`config.mk`:
```
export PLATFORM = sky130hd
export DESIGN_NAME = control_unit_flat
export DESIGN_NICKNAME = d
export VERILOG_FILES = /design/src/rtl/control_unit_if.sv /design/src/rtl/control_unit.sv /design/src/flat_wrapper.sv
export SDC_FILE = /design/constraint.sdc
export NUM_CORES = 1
export LEC_CHECK = 0
export CAP_MARGIN = 10
export CORE_AREA = 8 8 45 47
export DETAILED_ROUTE_END_ITERATION = 7
export DIE_AREA = 0 0 53 55
export DONT_BUFFER_PORTS = 1
export PLACE_DENSITY = 0.52
export SYNTH_ARGS = -nofsm -noshare
export SYNTH_HDL_FRONTEND = slang
export SYNTH_SLANG_ARGS = --single-unit
```
`constraint.sdc`:
```
create_clock -name clk -period 2.8 [get_ports clk]
set_input_delay 0.56 -clock clk [delete_from_list [all_inputs] [get_ports clk]]
set_output_delay 0.56 -clock clk [all_outputs]
set_load 0.01 [all_outputs]
```
`src/rtl/control_unit_if.sv`:
```
// Control bundle between the multicycle control FSM and the datapath.
// The control unit is the master: it consumes opcode/flags and drives every enable and select.
interface control_unit_if #(
   parameter int OP_W     = 4,
   parameter int ALU_OP_W = 3
);
   logic [OP_W-1:0]     opcode;
   logic                flag_z;
   logic                flag_n;
   logic                pc_en;
   logic                pc_sel;
   logic                ir_en;
   logic                reg_ab_en;
   logic                alu_b_sel;
   logic [ALU_OP_W-1:0] alu_op;
   logic                acc_en;
   logic                flags_en;
   logic                mar_en;
   logic                mdr_en;
   logic                mem_we;
   logic                wb_sel;
   logic                rf_we;
   logic                retired;
   logic                halted;
   logic                illegal;

   modport master (
      input  opcode, flag_z, flag_n,
      output pc_en, pc_sel, ir_en, reg_ab_en, alu_b_sel, alu_op,
             acc_en, flags_en, mar_en, mdr_en, mem_we, wb_sel, rf_we,
             retired, halted, illegal
   );

   modport slave (
      output opcode, flag_z, flag_n,
      input  pc_en, pc_sel, ir_en, reg_ab_en, alu_b_sel, alu_op,
             acc_en, flags_en, mar_en, mdr_en, mem_we, wb_sel, rf_we,
             retired, halted, illegal
   );
endinterface

```
`src/rtl/control_unit.sv`:
```
// Multicycle control FSM for the accumulator CPU: FETCH/DECODE/EXEC/MEM/WB with a sticky HALT.
// All datapath controls are combinational from the registered state and the IR opcode.
module control_unit #(
   parameter int OP_W     = 4,
   parameter int ALU_OP_W = 3
) (
   input  logic          clk,
   input  logic          rst_n,
   control_unit_if.master cu
);

   localparam logic [OP_W-1:0] OPC_NOP  = OP_W'(4'h0);
   localparam logic [OP_W-1:0] OPC_ADD  = OP_W'(4'h1);
   localparam logic [OP_W-1:0] OPC_SUB  = OP_W'(4'h2);
   localparam logic [OP_W-1:0] OPC_AND  = OP_W'(4'h3);
   localparam logic [OP_W-1:0] OPC_OR   = OP_W'(4'h4);
   localparam logic [OP_W-1:0] OPC_XOR  = OP_W'(4'h5);
   localparam logic [OP_W-1:0] OPC_ADDI = OP_W'(4'h6);
   localparam logic [OP_W-1:0] OPC_LD   = OP_W'(4'h7);
   localparam logic [OP_W-1:0] OPC_ST   = OP_W'(4'h8);
   localparam logic [OP_W-1:0] OPC_BEQ  = OP_W'(4'h9);
   localparam logic [OP_W-1:0] OPC_BNE  = OP_W'(4'hA);
   localparam logic [OP_W-1:0] OPC_BLT  = OP_W'(4'hB);
   localparam logic [OP_W-1:0] OPC_JMP  = OP_W'(4'hC);
   localparam logic [OP_W-1:0] OPC_HLT  = OP_W'(4'hF);

   localparam logic [ALU_OP_W-1:0] ALU_ADD = ALU_OP_W'(3'd0);
   localparam logic [ALU_OP_W-1:0] ALU_SUB = ALU_OP_W'(3'd1);
   localparam logic [ALU_OP_W-1:0] ALU_AND = ALU_OP_W'(3'd2);
   localparam logic [ALU_OP_W-1:0] ALU_OR  = ALU_OP_W'(3'd3);
   localparam logic [ALU_OP_W-1:0] ALU_XOR = ALU_OP_W'(3'd4);

   typedef enum logic [2:0] {
      S_INIT,
      S_FETCH,
      S_DECODE,
      S_EXEC,
      S_MEM,
      S_WB,
      S_HALT
   } state_t;

   state_t state;
   state_t state_nxt;
   logic   stop_hlt;
   logic   stop_hlt_nxt;

   // Opcode classification
   logic                is_nop;
   logic                is_hlt;
   logic                is_alu;
   logic                is_addi;
   logic                is_ld;
   logic                is_st;
   logic                is_branch;
   logic                is_legal;
   logic                br_taken;
   logic [ALU_OP_W-1:0] rtype_op;

   // Control outputs
   logic                pc_en;
   logic                pc_sel;
   logic                ir_en;
   logic                reg_ab_en;
   logic                alu_b_sel;
   logic [ALU_OP_W-1:0] alu_op;
   logic                acc_en;
   logic                flags_en;
   logic                mar_en;
   logic                mdr_en;
   logic                mem_we;
   logic                wb_sel;
   logic                rf_we;
   logic                retired;
   logic                halted;
   logic                illegal;

   always_ff @(posedge clk or negedge rst_n) begin
      if (!rst_n) begin
         state    <= S_INIT;
         stop_hlt <= 1'b0;
      end else begin
         state    <= state_nxt;
         stop_hlt <= stop_hlt_nxt;
      end
   end

   always_comb begin
      is_nop    = (cu.opcode == OPC_NOP);
      is_hlt    = (cu.opcode == OPC_HLT);
      is_alu    = (cu.opcode == OPC_ADD) || (cu.opcode == OPC_SUB) ||
                  (cu.opcode == OPC_AND) || (cu.opcode == OPC_OR)  ||
                  (cu.opcode == OPC_XOR);
      is_addi   = (cu.opcode == OPC_ADDI);
      is_ld     = (cu.opcode == OPC_LD);
      is_st     = (cu.opcode == OPC_ST);
      is_branch = (cu.opcode == OPC_BEQ) || (cu.opcode == OPC_BNE) ||
                  (cu.opcode == OPC_BLT) || (cu.opcode == OPC_JMP);
      is_legal  = is_alu || is_addi || is_ld || is_st || is_branch;
   end

   always_comb begin
      rtype_op = ALU_ADD;
      case (cu.opcode)
         OPC_SUB: rtype_op = ALU_SUB;
         OPC_AND: rtype_op = ALU_AND;
         OPC_OR:  rtype_op = ALU_OR;
         OPC_XOR: rtype_op = ALU_XOR;
         default: rtype_op = ALU_ADD;
      endcase
   end

   // Flags are read live in EXEC; they only change through ALU/ADDI writes.
   always_comb begin
      br_taken = 1'b0;
      case (cu.opcode)
         OPC_BEQ: br_taken = cu.flag_z;
         OPC_BNE: br_taken = !cu.flag_z;
         OPC_BLT: br_taken = cu.flag_n;
         OPC_JMP: br_taken = 1'b1;
         default: br_taken = 1'b0;
      endcase
   end

   always_comb begin
      state_nxt    = state;
      stop_hlt_nxt = stop_hlt;
      pc_en        = 1'b0;
      pc_sel       = 1'b0;
      ir_en        = 1'b0;
      reg_ab_en    = 1'b0;
      alu_b_sel    = 1'b0;
      alu_op       = ALU_ADD;
      acc_en       = 1'b0;
      flags_en     = 1'b0;
      mar_en       = 1'b0;
      mdr_en       = 1'b0;
      mem_we       = 1'b0;
      wb_sel       = 1'b0;
      rf_we        = 1'b0;
      retired      = 1'b0;
      halted       = 1'b0;
      illegal      = 1'b0;

      case (state)
         S_INIT: begin
            state_nxt = S_FETCH;
         end

         S_FETCH: begin
            ir_en     = 1'b1;
            pc_en     = 1'b1;
            state_nxt = S_DECODE;
         end

         S_DECODE: begin
            reg_ab_en = 1'b1;
            if (is_nop) begin
               retired   = 1'b1;
               state_nxt = S_FETCH;
            end else if (is_hlt) begin
               retired      = 1'b1;
               stop_hlt_nxt = 1'b1;
               state_nxt    = S_HALT;
            end else if (is_legal) begin
               state_nxt = S_EXEC;
            end else begin
               stop_hlt_nxt = 1'b0;
               state_nxt    = S_HALT;
            end
         end

         S_EXEC: begin
            if (is_alu) begin
               alu_op    = rtype_op;
               acc_en    = 1'b1;
               flags_en  = 1'b1;
               state_nxt = S_WB;
            end else if (is_addi) begin
               alu_b_sel = 1'b1;
               acc_en    = 1'b1;
               flags_en  = 1'b1;
               state_nxt = S_WB;
            end else if (is_ld || is_st) begin
               alu_b_sel = 1'b1;
               mar_en    = 1'b1;
               state_nxt = S_MEM;
            end else if (is_branch) begin
               pc_sel    = 1'b1;
               pc_en     = br_taken;
               retired   = 1'b1;
               state_nxt = S_FETCH;
            end else begin
               state_nxt = S_FETCH;
            end
         end

         S_MEM: begin
            if (is_ld) begin
               mdr_en    = 1'b1;
               state_nxt = S_WB;
            end else begin
               mem_we    = 1'b1;
               retired   = 1'b1;
               state_nxt = S_FETCH;
            end
         end

         S_WB: begin
            rf_we     = 1'b1;
            wb_sel    = is_ld;
            retired   = 1'b1;
            state_nxt = S_FETCH;
         end

         S_HALT: begin
            halted = stop_hlt;
            illegal = !stop_hlt;
         end

         default: begin
            state_nxt = S_INIT;
         end
      endcase
   end

   assign cu.pc_en     = pc_en;
   assign cu.pc_sel    = pc_sel;
   assign cu.ir_en     = ir_en;
   assign cu.reg_ab_en = reg_ab_en;
   assign cu.alu_b_sel = alu_b_sel;
   assign cu.alu_op    = alu_op;
   assign cu.acc_en    = acc_en;
   assign cu.flags_en  = flags_en;
   assign cu.mar_en    = mar_en;
   assign cu.mdr_en    = mdr_en;
   assign cu.mem_we    = mem_we;
   assign cu.wb_sel    = wb_sel;
   assign cu.rf_we     = rf_we;
   assign cu.retired   = retired;
   assign cu.halted    = halted;
   assign cu.illegal   = illegal;

endmodule

```
`src/flat_wrapper.sv`:
```
// flat-port wrapper written by rule: the top's interface ports become plain ports
module control_unit_flat 
#(
   parameter int OP_W     = 4,
   parameter int ALU_OP_W = 3
)
  (clk, rst_n, cu_opcode, cu_flag_z, cu_flag_n, cu_pc_en, cu_pc_sel, cu_ir_en, cu_reg_ab_en, cu_alu_b_sel, cu_alu_op, cu_acc_en, cu_flags_en, cu_mar_en, cu_mdr_en, cu_mem_we, cu_wb_sel, cu_rf_we, cu_retired, cu_halted, cu_illegal);
  control_unit_if #(.OP_W(OP_W), .ALU_OP_W(ALU_OP_W)) cu_i ();
  input  logic clk;
  input  logic rst_n;
  input wire logic [$bits(cu_i.opcode)-1:0] cu_opcode;
  input wire logic [$bits(cu_i.flag_z)-1:0] cu_flag_z;
  input wire logic [$bits(cu_i.flag_n)-1:0] cu_flag_n;
  output wire logic [$bits(cu_i.pc_en)-1:0] cu_pc_en;
  output wire logic [$bits(cu_i.pc_sel)-1:0] cu_pc_sel;
  output wire logic [$bits(cu_i.ir_en)-1:0] cu_ir_en;
  output wire logic [$bits(cu_i.reg_ab_en)-1:0] cu_reg_ab_en;
  output wire logic [$bits(cu_i.alu_b_sel)-1:0] cu_alu_b_sel;
  output wire logic [$bits(cu_i.alu_op)-1:0] cu_alu_op;
  output wire logic [$bits(cu_i.acc_en)-1:0] cu_acc_en;
  output wire logic [$bits(cu_i.flags_en)-1:0] cu_flags_en;
  output wire logic [$bits(cu_i.mar_en)-1:0] cu_mar_en;
  output wire logic [$bits(cu_i.mdr_en)-1:0] cu_mdr_en;
  output wire logic [$bits(cu_i.mem_we)-1:0] cu_mem_we;
  output wire logic [$bits(cu_i.wb_sel)-1:0] cu_wb_sel;
  output wire logic [$bits(cu_i.rf_we)-1:0] cu_rf_we;
  output wire logic [$bits(cu_i.retired)-1:0] cu_retired;
  output wire logic [$bits(cu_i.halted)-1:0] cu_halted;
  output wire logic [$bits(cu_i.illegal)-1:0] cu_illegal;
  assign cu_i.opcode = cu_opcode;
  assign cu_i.flag_z = cu_flag_z;
  assign cu_i.flag_n = cu_flag_n;
  assign cu_pc_en = cu_i.pc_en;
  assign cu_pc_sel = cu_i.pc_sel;
  assign cu_ir_en = cu_i.ir_en;
  assign cu_reg_ab_en = cu_i.reg_ab_en;
  assign cu_alu_b_sel = cu_i.alu_b_sel;
  assign cu_alu_op = cu_i.alu_op;
  assign cu_acc_en = cu_i.acc_en;
  assign cu_flags_en = cu_i.flags_en;
  assign cu_mar_en = cu_i.mar_en;
  assign cu_mdr_en = cu_i.mdr_en;
  assign cu_mem_we = cu_i.mem_we;
  assign cu_wb_sel = cu_i.wb_sel;
  assign cu_rf_we = cu_i.rf_we;
  assign cu_retired = cu_i.retired;
  assign cu_halted = cu_i.halted;
  assign cu_illegal = cu_i.illegal;
  control_unit #(.OP_W(OP_W), .ALU_OP_W(ALU_OP_W)) u_core (.clk(clk), .rst_n(rst_n), .cu(cu_i));
endmodule
```
==> impl_results.md, run 1 <==
- Yosys top cell by area: dfrtp_1
- Final worst setup slack: around 440 ps
- N_diodes: 0
- Total number of vias: 495
- Pre-CTS WS: ~670 ps
- Hold buffer count at cts: 0
- First-pass GRT wire length: a little over 2000 um
- Setup TNS: 0 ps
- Final wirelength: approximately 1400 um
- Register bit total from synthesis: 4
- HPWL after DPL: 1080 um
- Max-cap viol count: 0
- Leakage power: about 0.18 nW
- GRT overflow: 0
- Reg2reg end: u_core.state[2]
- Mean area per synthesized cell: around 7.1 sq um
- Area grow syn2layout: -1.21%
- Fmax: around 420 MHz
- Worst endpoint required time: approximately 2200 ps
- Critical path, cell by cell: nand3b_1 > or3_1 > a31oi_1
- Peak supply drop: between 0.0004 and 0.0005 V
- Tcrit/Tclk final: 0.843
- Vias/cell: 5.82
- IO buf count: 0
- Outcome: completed
- Die area: just under 3000 sq um
- Overall Global Routing Usage: 0.0948
- Routed Antenna Nets: 0
- Util after Layout: 0.370
- Non-Filler Instances: between 80 and 90
- Area contributors post-synth: dfrtp_1 19%, nor3_1 7.7%, nor2b_1 6.0%
- Met2 WL: roughly 600 um
- Sw Pwr: around 0.22 mW
- Final hold slack: 16.5 ps
- I/O Pins: 26
- Synthesized instance count: 73
- RePlAce Congestion: roughly 0.78
- Final Power: between 0.4 and 0.5 mW
- Most frequent cells in the layout: 8 x nor3_1, 8 x nand2_1, 6 x nor2_1
- Ratio of cells with drive above 1 in the final layout: 0.101
- Reg clk slew, reported paths: roughly 40 ps
- Cell area after synthesis: roughly 520 sq um
- Placed inst area: 489 sq um
- Max Buffers Root-to-Sink: 2
- Final Skew: 0.783 ps
- Reg2reg start: u_core.state[2]
- Inserted Clock Buffers: 3
- Setup Viol. Count Final: 0
- Clock Latency Late Sink: approximately 240 ps
- Iteration-0 DRC Markers: 16
- DRT met1 WL: ~570 um
- Power per Cell Area: about 880 nW/um^2
- Post-synthesis sequential area ratio: 0.193
- Delay-heaviest family, CP: simple AND/OR/NAND/NOR gates
- Minimum clock period: 2360 ps
- RSZ-0062 raised after global routing: false
- Placeable Area: 1380 sq um
- Clock power frac: 0.162
- Die Width: around 53 um
- WP buf/inv: 0
- Slowest cell on the critical path: dfrtp_1
- Cts repair resizes: 0
- Crit path max fanout: 12
- Combinational share of power: 0.547
- Library cells used by synthesis: 31
- Kind of end point of the critical path: output port
- Top-area cell type share of the netlist area: 0.193
- CTS tree: built
- Critical path launch point type: flop
- Worst path max stage delay: approximately 480 ps
- Vias in the first global route: just under 500
- Worst path arrival time: approximately 1800 ps
- CTS H-Tree Depth: 1
- Hold Path Class: in -> async
- Layout Nets: about 80
- Post-Synthesis Net Count: 81
- Worst rel slew slack: 0.656
- Sw frac: 0.494
- WL/cell: ~16 um
- Final instance area: around 500 sq um
- Largest net degree at the start of global routing: 13
- Max Transition Viols Final: 0
- Initial antenna violation count: 0
- Final Hold Vio Count: 0
- Die height: about 55 um
- Row count: 14
- Actual slew at the worst max-slew pin: about 500 ps
- Yosys warning count: 0
- Worst reg2reg path depth: 3
- Initial Util: 0.374
- Placed Cells: 82
- R2R setup slack: approximately 1500 ps
- Cell internal pwr: ~0.23 mW
- Clock Sinks: 4
- First drt pass iteration count: 4
- Post-CTS setup buffer count: 0
- Max layer used: met3
- Kind of critical path: reg -> out
- Remaining DRCs: 0
- Share of power burned in registers: 0.291
- Root Driver: clkbuf_4
- Met3 wire len: ~210 um
## worst reg2reg max path, stage by stage (launching register included)
cell and delay [ps]:
dfrtp_1 480, nand3b_1 260, or3_1 400, nand3_1 90
## cell usage after synthesis
| master | instances |
|---|---|
| nand2_1 | 8 |
| nor3_1 | 8 |
| nor2b_1 | 5 |
| o21ai_1 | 1 |
| nor3b_1 | 1 |
| nor2_1 | 6 |
| mux2i_1 | 1 |
| o21ai_0 | 2 |
| and2_1 | 2 |
| nand3b_1 | 2 |
| o221ai_1 | 1 |
| buf_4 | 4 |
| o41ai_1 | 1 |
| o311a_1 | 1 |
| buf_6 | 1 |
| nand3_1 | 3 |
| a31oi_1 | 1 |
| o22ai_2 | 1 |
| a21oi_1 | 3 |
| nand2_2 | 1 |
| or3_1 | 1 |
| or3_4 | 1 |
| or2_0 | 1 |
| o22ai_1 | 2 |
| o31ai_1 | 1 |
| xnor2_1 | 1 |
| and4b_1 | 1 |
| dfrtp_1 | 4 |
| nand2b_1 | 4 |
| o21a_1 | 1 |
| buf_2 | 3 |
## power groups by stage
stage / Sequential, mW / Clock (mW) / Combinational (mW)
floorplan: 0.0992 / 0 / 0.253
global placement: 0.131 / 0 / 0.248
detailed placement: 0.132 / 0 / 0.248
CTS: 0.131 / 0.0766 / 0.249
global route: 0.137 / 0.0812 / 0.274
finish: 0.132 / 0.0734 / 0.248
## layer usage
metal / global-route usage / vias up
met2: 0.145 / 24
met3: 0.0615 / 0
met5: 0 / -
li1: - / 254
met1: 0.107 / 217
met4: 0.0259 / 0
## worst max path at each step
stage | from | to | slack [ps] | cells past startpoint
2_1_floorplan | cu_opcode[3] | cu_flags_en | 690 | 4
3_3_place_gp | u_core.state[2] | cu_flags_en | 700 | 3
3_5_place_dp | u_core.state[2] | cu_flags_en | 670 | 3
4_1_cts | u_core.state[2] | cu_flags_en | 420 | 3
5_1_grt | u_core.state[2] | cu_flags_en | 270 | 3
6_report | u_core.state[2] | cu_flags_en | 440 | 3
## flip-flops by register name (all words and copies together) (netlist names)
signal and flops:
u_core.state 3, u_core.stop_hlt 1
## cell type report
type,instances,area [sq um]
Clock buffer,3,22.5
Fill cell,151,872
Multi-Input combinational cell,61,362
Sequential cell,4,100
Tap cell,16,20.0
Timing Repair Buffer,1,7.51
## kinds of logic (layout without fill, tap and decap cells)
kind of cell / count (synthesis) / in the layout / share of synthesized area
buffers and inverters: 8 / 4 / 0.109
AO/OA/AOI/OAI: 15 / 15 / 0.200
XOR/XNOR: 1 / 1 / 0.0169
multiplexers: 1 / 1 / 0.0193
flip-flops: 4 / 4 / 0.193
AND/OR/NAND/NOR: 44 / 44 / 0.461
(Power assumes the default switching activity.)
==> inputs of run 2 (changes only) <==
- PLACE_DENSITY: 0.52 -> 0.54
- clock period: 2.8 -> 2.1 ns (I/O delays scaled with it)
==> run 2 against run 1 <==
Effect of this change:
- register-to-register slack got worse by 630 ps
- utilization rose by 4.2 points
- via count rose by 6.3%
- worst hold slack improved by 360 ps
- critical endpoint unchanged
- largest cell class unchanged
- largest power group unchanged
==> impl_results.md, run 2 (synthesis results as in run 1) <==
- Largest net degree at the start of global routing: 13 (unchanged)
- Crit path max fanout: 9 (-3)
- I/O Pins: 26 (unchanged)
- Worst rel slew slack: 0.728 (+0.0722)
- Clock Sinks: 4 (unchanged)
- Final worst setup slack: 72.5 ps (-368 ps)
- Worst endpoint required time: 1680 ps (-560 ps)
- CTS H-Tree Depth: 1 (unchanged)
- N_diodes: 0 (unchanged)
- Overall Global Routing Usage: 0.106 (+0.0114)
- CTS tree: built
- Remaining DRCs: 0 (unchanged)
- Worst Hold Launch: cu_opcode[3]
- Delay-heaviest family, CP: simple AND/OR/NAND/NOR gates
- Worst path arrival time: 1610 ps (-190 ps)
- Worst hold endpoint: u_core.state[2]
- GRT overflow: 0 (unchanged)
- Min-Delay Path Depth: 2
- RSZ-0062 raised after global routing: false
- Kind of critical path: reg -> out
- Tcrit/Tclk final: 0.965
- Die area: 2920 sq um (unchanged)
- Clock Latency Late Sink: 230 ps (about the same)
- Vias/cell: 5.72 (-1.8%)
- RePlAce Congestion: 0.783 (+0.53%)
- Layout Nets: 86 (+8.9%)
- Final wirelength: 1430 um (+4.1%)
- Power per Cell Area: 1180 nW/um^2 (+34%)
- Max-cap viol count: 0 (unchanged)
- Worst reg2reg path depth: 3 (unchanged)
- Setup Viol. Count Final: 0 (unchanged)
- Final Power: 0.674 mW (+49%)
- R2R setup slack: 870 ps (-630 ps)
- Total number of vias: 526 (+6.3%)
- Placed Cells: 86 (+4.9%)
- First drt pass iteration count: 2 (-2)
- WL/cell: 15.6 um (-3.8%)
- Fmax: roughly 500 MHz
- Reg2reg start: u_core.state[2]
- Row count: 14 (unchanged)
- Critical path launch point type: flop
- Actual slew at the worst max-slew pin: 407 ps (-107 ps)
- Final Hold Vio Count: 0 (unchanged)
- Leakage power: 0.217 nW (+18%)
- Pre-CTS WS: 248 ps (-426 ps)
- Regs by FF count: u_core.state: 3 flops, u_core.stop_hlt: 1 flops
- Reg2reg end: u_core.state[2]
- Area grow syn2layout: 9.90%
- Outcome: completed
- Placeable Area: 1380 sq um (unchanged)
- Kind of end point of the critical path: output port
- Minimum clock period: between 2000 and 2500 ps
- Max Transition Viols Final: 0 (unchanged)
- HPWL after DPL: 1100 um (+1.9%)
- Non-Filler Instances: 92 (+8.2%)
- Initial antenna violation count: 0 (unchanged)
- Largest register FFs: 3 (unchanged)
- Setup TNS: 0 ps (unchanged)
- Root Driver: clkbuf_4
- Routed Antenna Nets: 0 (unchanged)
- Peak supply drop: 0.000603 V (+39%)
- Most frequent cells in the layout: 8 x nor3_1, 8 x nand2_1, 7 x buf_4
- WP buf/inv: 1 (+1)
- Die Width: 53 um (unchanged)
- IO buf count: 0 (unchanged)
- Reg clk slew, reported paths: 40 ps (about the same)
- Die height: 55 um (unchanged)
- Iteration-0 DRC Markers: 4 (-12)
- First-pass GRT wire length: 2340 um (+13%)
- Ratio of cells with drive above 1 in the final layout: 0.197 (+0.0959)
- Initial Util: 0.374 (unchanged)
- Worst path max stage delay: 450 ps (-30 ps)
- Vias in the first global route: 523 (+8.5%)
- Final Skew: 3.95 ps (+3.16 ps)
- Slowest cell on the critical path: dfrtp_2
- Most flops, register: u_core.state
- Critical path, cell by cell: nand3b_1 > or3_1 > a31oi_1 > buf_4
- Max Buffers Root-to-Sink: 2 (unchanged)
- Hold Path Class: in -> reg
- Inserted Clock Buffers: 3 (unchanged)
-- run 2: cell count changes in the layout (fill, tap and decap cells not counted), sizes merged --
cell         delta
buf             +6
dlygate4sd3     +1
-- run 2: where the power goes --
group | switching (mW) | internal, mW
sequential | 0.0546 | 0.120
combinational | 0.224 | 0.182
clock | 0.0295 | 0.0638
-- run 2: worst register-to-register path: cells and delay by family (launching register included) --
kind,cells,cell delay (ps)
and+or+nand+nor,3,710
DFF,1,450
-- run 2: what timing repair did --
item                       CTS  global route
resized for setup            1             1
hold buffers                 1             0
hold endpoints to repair     4             0
setup endpoints to repair    2             2
pin swaps                    0             0
buffers inserted             0             2
-- run 2: cell type report --
type                    count  area, sq um
multi-input cells          61          362
well taps                  16         20.0
repair buffers              8         62.6
flip-flops and latches      4          103
fillers                   153          815
clock buffers               3         22.5
-- run 2: worst max path at each step --
stage                     from          end  slack, ps  cells after the start
6_report       u_core.state[2]  cu_flags_en         70                      4
5_1_grt        u_core.state[2]  cu_flags_en        0.6                      4
4_1_cts        u_core.state[2]  cu_flags_en         30                      4
3_5_place_dp   u_core.state[2]  cu_flags_en        250                      4
3_3_place_gp   u_core.state[2]    cu_acc_en        280                      4
2_1_floorplan     cu_opcode[3]  cu_flags_en        270                      4
-- run 2: per-layer routing --
layer	track usage	wire (um)	vias up
met3	0.0481	146	2
met1	0.122	619	244
li1	-	-	264
met5	0	0	-
met4	0.0647	19	0
met2	0.158	646	16
-- run 2: stage by stage --
step / utilization / hold WS, ps / area [sq um]
after floorplan: - / 124 / 518
after global routing: 0.411 / 384 / 569
after global placement: 0.375 / 125 / 519
after detailed placement: 0.375 / 125 / 519
final: 0.411 / 373 / 569
after CTS: 0.400 / 372 / 553
